===== config.mk =====
export PLATFORM = sky130hd
export DESIGN_NAME = iterative_alu
export DESIGN_NICKNAME = d
export VERILOG_FILES = /design/src/rtl/alu_pkg.sv /design/src/rtl/alu_shift_unit.sv /design/src/rtl/iterative_alu.sv
export SDC_FILE = /design/constraint.sdc
export NUM_CORES = 1
export LEC_CHECK = 0
export CORE_MARGIN = 2
export CORE_UTILIZATION = 32
export CTS_BUF_LIST = sky130_fd_sc_hd__clkbuf_4 sky130_fd_sc_hd__clkbuf_8
export DETAILED_ROUTE_END_ITERATION = 16
export GPL_ROUTABILITY_DRIVEN = 0
export PLACE_DENSITY_LB_ADDON = 0.15
export SKIP_LAST_GASP = 1
export SLEW_MARGIN = 40
export SYNTH_ARGS = -nofsm -noshare
export SYNTH_HDL_FRONTEND = slang
export SYNTH_SLANG_ARGS = --single-unit

===== constraint.sdc =====
create_clock -name clk -period 6.5 [get_ports clk]
set_input_delay 1.625 -clock clk [delete_from_list [all_inputs] [get_ports clk]]
set_output_delay 1.625 -clock clk [all_outputs]
set_load 0.02 [all_outputs]

===== src/rtl/alu_pkg.sv =====
// Shared ALU definitions: op codes, FSM state encoding and the combinational result helper.
// Latency: none. These are constants and pure functions only.
// Backpressure: not applicable.
// Used by the ALU control decoder and by iterative_alu / alu_shift_unit.
package alu_pkg;

  localparam int XLEN = 32;

  localparam logic [3:0] OP_LUI = 4'b0000;
  localparam logic [3:0] OP_OR  = 4'b0001;
  localparam logic [3:0] OP_SLL = 4'b0010;
  localparam logic [3:0] OP_ADD = 4'b0011;
  localparam logic [3:0] OP_SRL = 4'b0100;
  localparam logic [3:0] OP_SUB = 4'b0101;
  localparam logic [3:0] OP_AND = 4'b0110;
  localparam logic [3:0] OP_NOR = 4'b0111;

  typedef enum logic [1:0] {
    ST_IDLE  = 2'd0,
    ST_SHIFT = 2'd1,
    ST_DONE  = 2'd2
  } alu_state_t;

  function automatic logic op_is_shift(input logic [3:0] op);
    return (op == OP_SLL) || (op == OP_SRL);
  endfunction

  function automatic logic op_is_valid(input logic [3:0] op);
    return (op[3] == 1'b0);
  endfunction

  // Single-cycle result. Shifts return B unchanged: this path is only taken
  // for shamt == 0, and non-zero shifts go through the iterative unit.
  function automatic logic [XLEN-1:0] alu_eval(input logic [3:0]      op,
                                               input logic [XLEN-1:0] a,
                                               input logic [XLEN-1:0] b);
    logic [XLEN-1:0] r;
    r = '0;
    case (op)
      OP_LUI:         r = {b[15:0], 16'h0000};
      OP_OR:          r = a | b;
      OP_ADD:         r = a + b;
      OP_SUB:         r = a - b;
      OP_AND:         r = a & b;
      OP_NOR:         r = ~(a | b);
      OP_SLL, OP_SRL: r = b;
      default:        r = '0;
    endcase
    return r;
  endfunction

endpackage


===== src/rtl/alu_shift_unit.sv =====
// Iterative shifter: it loads B, the shift amount and the direction, then shifts one bit per step.
// Latency: one bit per asserted step cycle, so a shift of k bits takes k steps.
// Backpressure: none. The parent sequences load and step.
// Ports: clk and reset; load, with data, shamt and shift_right, loads the unit; step advances it.
//        last is high when the current step is the final one.
//        next_value is the register value after the current step.
module alu_shift_unit
  import alu_pkg::*;
#(
  parameter int DATA_WIDTH = XLEN
) (
  input  logic                  clk,
  input  logic                  reset,
  input  logic                  load,
  input  logic                  step,
  input  logic                  shift_right,
  input  logic [DATA_WIDTH-1:0] data,
  input  logic [4:0]            shamt,
  output logic                  last,
  output logic [DATA_WIDTH-1:0] next_value
);

  logic [DATA_WIDTH-1:0] value_q;
  logic [4:0]            count_q;
  logic                  right_q;

  assign next_value = right_q ? {1'b0, value_q[DATA_WIDTH-1:1]}
                              : {value_q[DATA_WIDTH-2:0], 1'b0};
  assign last       = (count_q == 5'd1);

  always_ff @(posedge clk) begin
    if (reset) begin
      value_q <= '0;
      count_q <= 5'd0;
      right_q <= 1'b0;
    end else if (load) begin
      value_q <= data;
      count_q <= shamt;
      right_q <= shift_right;
    end else if (step && (count_q != 5'd0)) begin
      value_q <= next_value;
      count_q <= count_q - 5'd1;
    end
  end

endmodule


===== src/rtl/iterative_alu.sv =====
// Multi-cycle ALU. Operations other than shifts finish in one cycle; shifts finish one bit per cycle.
// Latency: done_o arrives one cycle after start, or shamt+1 cycles after start for a shift with shamt > 0.
// Backpressure: start_i is ignored while busy_o is high. A start in the DONE cycle is accepted back-to-back.
// Ports: clk and reset; start_i with alu_operation_i, a_i, b_i and shamt_i form the request.
//        busy_o, done_o, result_o, zero_o and invalid_o report status and the result.
module iterative_alu
  import alu_pkg::*;
#(
  parameter int DATA_WIDTH = XLEN
) (
  input  logic                  clk,
  input  logic                  reset,
  input  logic                  start_i,
  input  logic [3:0]            alu_operation_i,
  input  logic [DATA_WIDTH-1:0] a_i,
  input  logic [DATA_WIDTH-1:0] b_i,
  input  logic [4:0]            shamt_i,
  output logic                  busy_o,
  output logic                  done_o,
  output logic [DATA_WIDTH-1:0] result_o,
  output logic                  zero_o,
  output logic                  invalid_o
);

  alu_state_t            state_q, state_nxt;
  logic [DATA_WIDTH-1:0] result_q, res_nxt;
  logic                  zero_q, invalid_q;
  logic                  load_res, inv_nxt;
  logic                  shift_load, shift_step;
  logic                  shift_last;
  logic [DATA_WIDTH-1:0] shift_next;

  alu_shift_unit #(.DATA_WIDTH(DATA_WIDTH)) u_shift (
    .clk         (clk),
    .reset       (reset),
    .load        (shift_load),
    .step        (shift_step),
    .shift_right (alu_operation_i == OP_SRL),
    .data        (b_i),
    .shamt       (shamt_i),
    .last        (shift_last),
    .next_value  (shift_next)
  );

  always_comb begin
    state_nxt  = state_q;
    load_res   = 1'b0;
    res_nxt    = '0;
    inv_nxt    = 1'b0;
    shift_load = 1'b0;
    shift_step = 1'b0;
    case (state_q)
      ST_IDLE, ST_DONE: begin
        state_nxt = ST_IDLE;
        if (start_i) begin
          if (op_is_shift(alu_operation_i) && (shamt_i != 5'd0)) begin
            shift_load = 1'b1;
            state_nxt  = ST_SHIFT;
          end else begin
            state_nxt = ST_DONE;
            load_res  = 1'b1;
            res_nxt   = alu_eval(alu_operation_i, a_i, b_i);
            inv_nxt   = !op_is_valid(alu_operation_i);
          end
        end
      end
      ST_SHIFT: begin
        shift_step = 1'b1;
        // The final bit is taken straight from the shifter so that the
        // result lands together with the entry into DONE.
        if (shift_last) begin
          state_nxt = ST_DONE;
          load_res  = 1'b1;
          res_nxt   = shift_next;
        end
      end
      default: state_nxt = ST_IDLE;
    endcase
  end

  always_ff @(posedge clk) begin
    if (reset) begin
      state_q   <= ST_IDLE;
      result_q  <= '0;
      zero_q    <= 1'b0;
      invalid_q <= 1'b0;
    end else begin
      state_q <= state_nxt;
      if (load_res) begin
        result_q  <= res_nxt;
        zero_q    <= (res_nxt == '0);
        invalid_q <= inv_nxt;
      end
    end
  end

  assign busy_o    = (state_q == ST_SHIFT);
  assign done_o    = (state_q == ST_DONE);
  assign result_o  = result_q;
  assign zero_o    = zero_q;
  assign invalid_o = invalid_q;

endmodule


# ---- Yosys cells after proc, flatten, opt, wreduce, memory -nomap -nowiden
# Cells that the tools add are included.
dict set report word_totals {
  regBits 74
  latchBits 0
  mem_bits_rw 0
  romBits 0
  inputBits 76
  output_inout_bits 36
  memories 0
}
dict set report classes {
  addsub 3
  mul 0
  div 0
  n_lt_le_gt_ge 0
  eq_ne 11
  n_shift 0
  mux 25
  bitwise 3
  reduce_logical 11
}
# operator count
set op_table {}
lappend op_table {{$pmux 32 s7} 1}
lappend op_table {{$mux 32} 6}
lappend op_table {{$pmux 32 s2} 1}
lappend op_table {{$add 32x32->32} 1}
lappend op_table {{$and 32x32->32} 1}
lappend op_table {{$logic_not 32->1} 1}
lappend op_table {{$not 32->32} 1}
lappend op_table {{$or 32x32->32} 1}
lappend op_table {{$sub 32x32->32} 1}
lappend op_table {{$eq 4x3->1 const B} 4}
lappend op_table {{$mux 1} 10}
lappend op_table {{$mux 5} 2}
lappend op_table {{$reduce_bool 5->1} 2}
lappend op_table {{$eq 4x2->1 const B} 2}
lappend op_table {{$mux 2} 3}
lappend op_table {{$eq 5x1->1 const B} 1}
lappend op_table {{$sub 5x1->5 const B} 1}
lappend op_table {{$eq 4x1->1 const B} 1}
lappend op_table {{$logic_not 4->1} 1}
lappend op_table {{$pmux 2 s2} 1}
lappend op_table {{$reduce_or 2->1} 2}
lappend op_table {{$eq 2x1->1 const B} 1}
lappend op_table {{$eq 2x2->1 const B} 1}
lappend op_table {{$logic_and 1x1->1} 2}
lappend op_table {{other kinds (5)} 5}

# ---- Longest topological paths before layout
dict set report depth {
  word_depth 7
  mapped_depth 21
  ltp_nobuf 19
}

# ---- Hierarchy
# From an unflattened synthesis, not the netlist that was laid out.
dict set report unflattened {
  cells_unflattened 1132
  hier_area_um2 8190.4
}
# module n_inst cells_per_inst area_each_um2 seq_area_each_um2
set by_module_without_submodules {}
lappend by_module_without_submodules {iterative_alu 1 864 5938.2 720.7}
lappend by_module_without_submodules {alu_shift_unit 1 268 2252.2 760.7}

# ---- Worst setup path after synthesis
# Ideal clock, no wire load.
dict set report synth_timing {
  path_kind {input to register}
  from {input b_i[4]}
  to {register zero_q (netlist: zero_o)}
  arrival_time_ps 5789
  path_slack_ps 626
  path_stages 20
  n_path_buf 3
  path_cell_list {clkbuf_1 or4_1 nor3_1 nand2_1 nor2_1 and2_1 a21oi_1 xnor2_1 ha_1 clkbuf_1 and3_1 clkbuf_1 nand3_1 a311o_1 a31oi_1 xnor2_1 o21ai_0 nand4bb_1 or4b_1 o31ai_2}
}
dict set report synth_between {
  elab_chain_cells 7
  word_cells_on_any_way 10
  cone_classes {2 x add/sub; 4 x mux; 3 x bitwise; 1 x reduce/logical}
}
# item line_no
set synth_lines {}
lappend synth_lines {{from (decl)} iterative_alu.sv:16} ;# input logic [DATA_WIDTH-1:0] b_i,
lappend synth_lines {{parallel branches: the longest is 2 deep, another holds $sub 32x32->32} -}
lappend synth_lines {{$pmux 32 s7 (*)} alu_pkg.sv:39} ;# case (op)
lappend synth_lines {{$mux 32 (*)} iterative_alu.sv:56} ;# if (op_is_shift(alu_operation_i) && (shamt_i != 5'd0)) begin
lappend synth_lines {{$mux 32 (*)} iterative_alu.sv:55} ;# if (start_i) begin
lappend synth_lines {{$pmux 32 s2 (*)} iterative_alu.sv:52} ;# case (state_q)
lappend synth_lines {{$logic_not 32->1 (*)} iterative_alu.sv:91} ;# zero_q <= (res_nxt == '0);
lappend synth_lines {{to (signal assigned)} iterative_alu.sv:91}
lappend synth_lines {{to (decl)} iterative_alu.sv:27} ;# logic zero_q, invalid_q;
# Every way passes the cells marked *.
# A chain may end at the register's enable or synchronous reset.

# ---- Final worst setup path
dict set report layout_timing {
  from {input b_i[5]}
  to {register zero_q (netlist: zero_o)}
}
# The elaborated chain is that of the path after synthesis.

==> summary.txt <==
Power
  • Final Power: 0.00156 W
  • PwrDens: 157 nW/µm²
  • Max IR drop VDD: 0.0813 mV
  • Lkg Pwr: 3.72 nW

STA
  • Crit path time final: 6.31 ns
  • Setup_tns: 0 ns
  • Slew Viols, Final: 0
  • Headroom to the max-slew limit: 45.7%
  • Top achievable clock speed: 0.159 GHz
  • Slew @ Worst Pin: 0.813 ns
  • Final hold vios: 0
  • Tcrit/Tclk final: 97.0%
  • Final Skew: 0.0152 ns
  • Setup violators final: 0

Synthesis
  • Yosys warning total: 0
  • Post-synth EDFFs: 0
  • Syn nets: 1,201
  • Async set-reset flop share out of synthesis: 0%
  • Seq cells post-synth: 74
  • Mapped Area: 7660 µm²
  • Cell variety after synth: 77
  • Seq/Total Area, Yosys: 19.3%
  • Syn Inst Count: 1,088
  • Avg Synthesized Cell Area: 7.04 µm²
  • Primary FF master, synth: dfxtp_1

Detailed routing
  • Routed length on met3: 2.64 mm
  • Final Routed Wirelength: 35.2 mm
  • Met2 wire length: 15.7 mm
  • Drc violations: 0
  • Uppermost routed layer: met4
  • DR pass1 iterations: 6
  • Wire length per cell: 22.4 µm
  • Routed Antenna Nets: 0
  • Vias: 9,275
  • Routed length on met1: 15.2 mm
  • DR vias/cell: 5.92
  • Drt first-iter violations: 1,064

Final layout
  • Fin cells: 1,568
  • Share of cells above drive strength 1: 14.1%
  • Final instance area: 9950 µm²
  • Synthesis-to-layout area growth: 30.0%
  • Most common cell after layout, fill and taps aside: nand2_1
  • Utilization after layout: 42.4%
  • Diodes inserted: 0
  • # nets final: 1,357
  • Fill count: 2,478
  • Most frequent cells in the layout: nand2_1, buf_4, nor2_1, a21oi_1, clkdlybuf4s50_1

Clock network
  • Max Buffers Root-to-Sink: 2
  • CTS tree: done
  • Clk_lat worst skew: 0.38 ns
  • Clk root buf: clkbuf_8
  • Num CTS Buffers: 9
  • Worst-path clk slew: 0.08 ns
  • H-tree depth: 3
  • CTS Sinks: 74

Floorplanning
  • Ports: 112
  • Die span in x: 159 µm
  • Starting density of the core: 32.6%
  • Core Rows: 56
  • Core area: 23,500 µm²
  • Die area: 25,200 µm²
  • Die span in y: 159 µm

GRT
  • Largest net degree at the start of global routing: 41
  • Initial antenna violation count: 0
  • Global-route wire length before repair: 52.2 mm
  • GR Overflow Total: 0
  • Number of global-route vias before repair: 8,560
  • GRT Overall Usage: 27.7%

Worst setup path
  • Maximum fanout along the worst path: 7
  • CP startpoint: b_i[5]
  • FF-to-FF Start: u_shift.right_q
  • Crit. End Element: flop
  • Critical Path Start Type: input port
  • CP Class: input port to flop
  • Data arrival time of the critical path: 6.61 ns
  • Req. time, crit path: 6.80 ns

Placed design
  • Hpwl dp: 27.4 mm
  • Dpl cell area: 9730 µm²
  • I/O Buffers: 111
  • Inst Count DP: 1,552

Hold path
  • Hold Path Origin: result_o[23]
  • Min-delay worst type: flop to flop

Status
  • Outcome: finished clean

Run
  • Max cap viols: 0
## through the flow
stage / setup slack, ns / hold slack, ns
6_report: 0.193 / 0.458
5_1_grt: -0.0724 / 0.473
3_5_place_dp: -0.162 / 0.446
3_3_place_gp: -0.131 / 0.446
2_1_floorplan: 0.626 / 0.442
4_1_cts: 0.213 / 0.465
## report_power, final
group | leakage, nW | switching (W) | total [W] | internal, W
logic | 3.02 | 0.000405 | 0.000700 | 0.000295
clock network | 0.100 | 0.000196 | 0.000379 | 0.000183
registers | 0.600 | 0.0000130 | 0.000483 | 0.000470
total | 3.72 | 0.000613 | 0.00156 | 0.000949
## logic make-up (layout without fill, tap and decap cells)
logic type,count (synthesis),in the layout,share of synthesized area (%)
AOI/OAI and AO/OA,382,382,33.4
muxes,35,35,4.79
DFF,74,74,19.3
xor gates and xnor gates,53,53,6.06
adders and majority gates,37,37,6.14
and+or+nand+nor,392,392,24.1
buffers and inverters,115,276,6.16
## routing by layer
metal | GRT usage, % | up-vias
li1 | - | 4353
met1 | 37.3 | 4321
met2 | 44.0 | 504
met3 | 4.03 | 97
met4 | 12.0 | 0
met5 | 0 | -
## state kept, by name (all words and copies together), names as in the netlist
signal and cells:
u_shift.value_q 32, invalid_o 1, state_q 2, u_shift.count_q 5, zero_o 1, u_shift.right_q 1, result_o 32
## worst max-delay path, stage by stage
cell and delay [ns]:
clkdlybuf4s50_1 0.46, or4_4 0.58, nor3_2 0.22, nand2_1 0.17, nor2_1 0.17, and2_1 0.18
buf_4 0.13, buf_4 0.10, a21oi_1 0.06, xnor2_1 0.16, ha_1 0.35, and3_1 0.34
nand3_1 0.17, o31ai_1 0.64, nor2_1 0.12, a211oi_1 0.40, or4b_1 0.50, o31ai_2 0.21
## layout make-up
type	instances	area (µm²)	share of cell area [%]
clock buffer	10	131	1.32
clock inverter	6	65.1	0.654
inverter	30	113	1.13
multi-input combinational	899	5760	57.9
sequential	74	1480	14.9
tap	319	399	4.01
timing repair buffer	230	2000	20.1
## final timing paths
check                 end  slack, ns  cells after the start
min reg2reg  result_o[23]       0.46                      2
max reg2reg        zero_o       2.94                     10
max                zero_o       0.19                     18
min          result_o[23]       0.46                      2
## cell usage after synthesis, drive strengths merged (9+ instances only)
library cell | count | share of area [%]
a211oi | 15 | 1.6
a21oi | 116 | 7.6
a221o | 9 | 1.2
a221oi | 26 | 3.0
a22oi | 23 | 2.3
a31oi | 27 | 2.2
and2 | 14 | 1.2
and3 | 9 | 0.74
buf | 19 | 1.5
clkbuf | 66 | 3.2
dfxtp | 74 | 19
ha | 36 | 5.9
inv | 30 | 1.5
mux2 | 13 | 1.9
mux2i | 22 | 2.9
nand2 | 125 | 6.1
nand3 | 23 | 1.5
nand4 | 9 | 0.74
nor2 | 118 | 5.8
nor2b | 10 | 0.82
nor3 | 35 | 2.4
o211ai | 11 | 1.1
o21ai | 57 | 3.7
o22ai | 11 | 0.90
o31ai | 11 | 1.1
xnor2 | 27 | 3.1
xor2 | 26 | 3.0
## timing repair
item / CTS / global route
resized for setup: 0 / 4
hold endpoints to repair: 0 / 0
hold buffers: 0 / 0
endpoints found under the setup margin: 0 / 1
setup buffers: 0 / 0
Power figures use the tool's default switching activity.
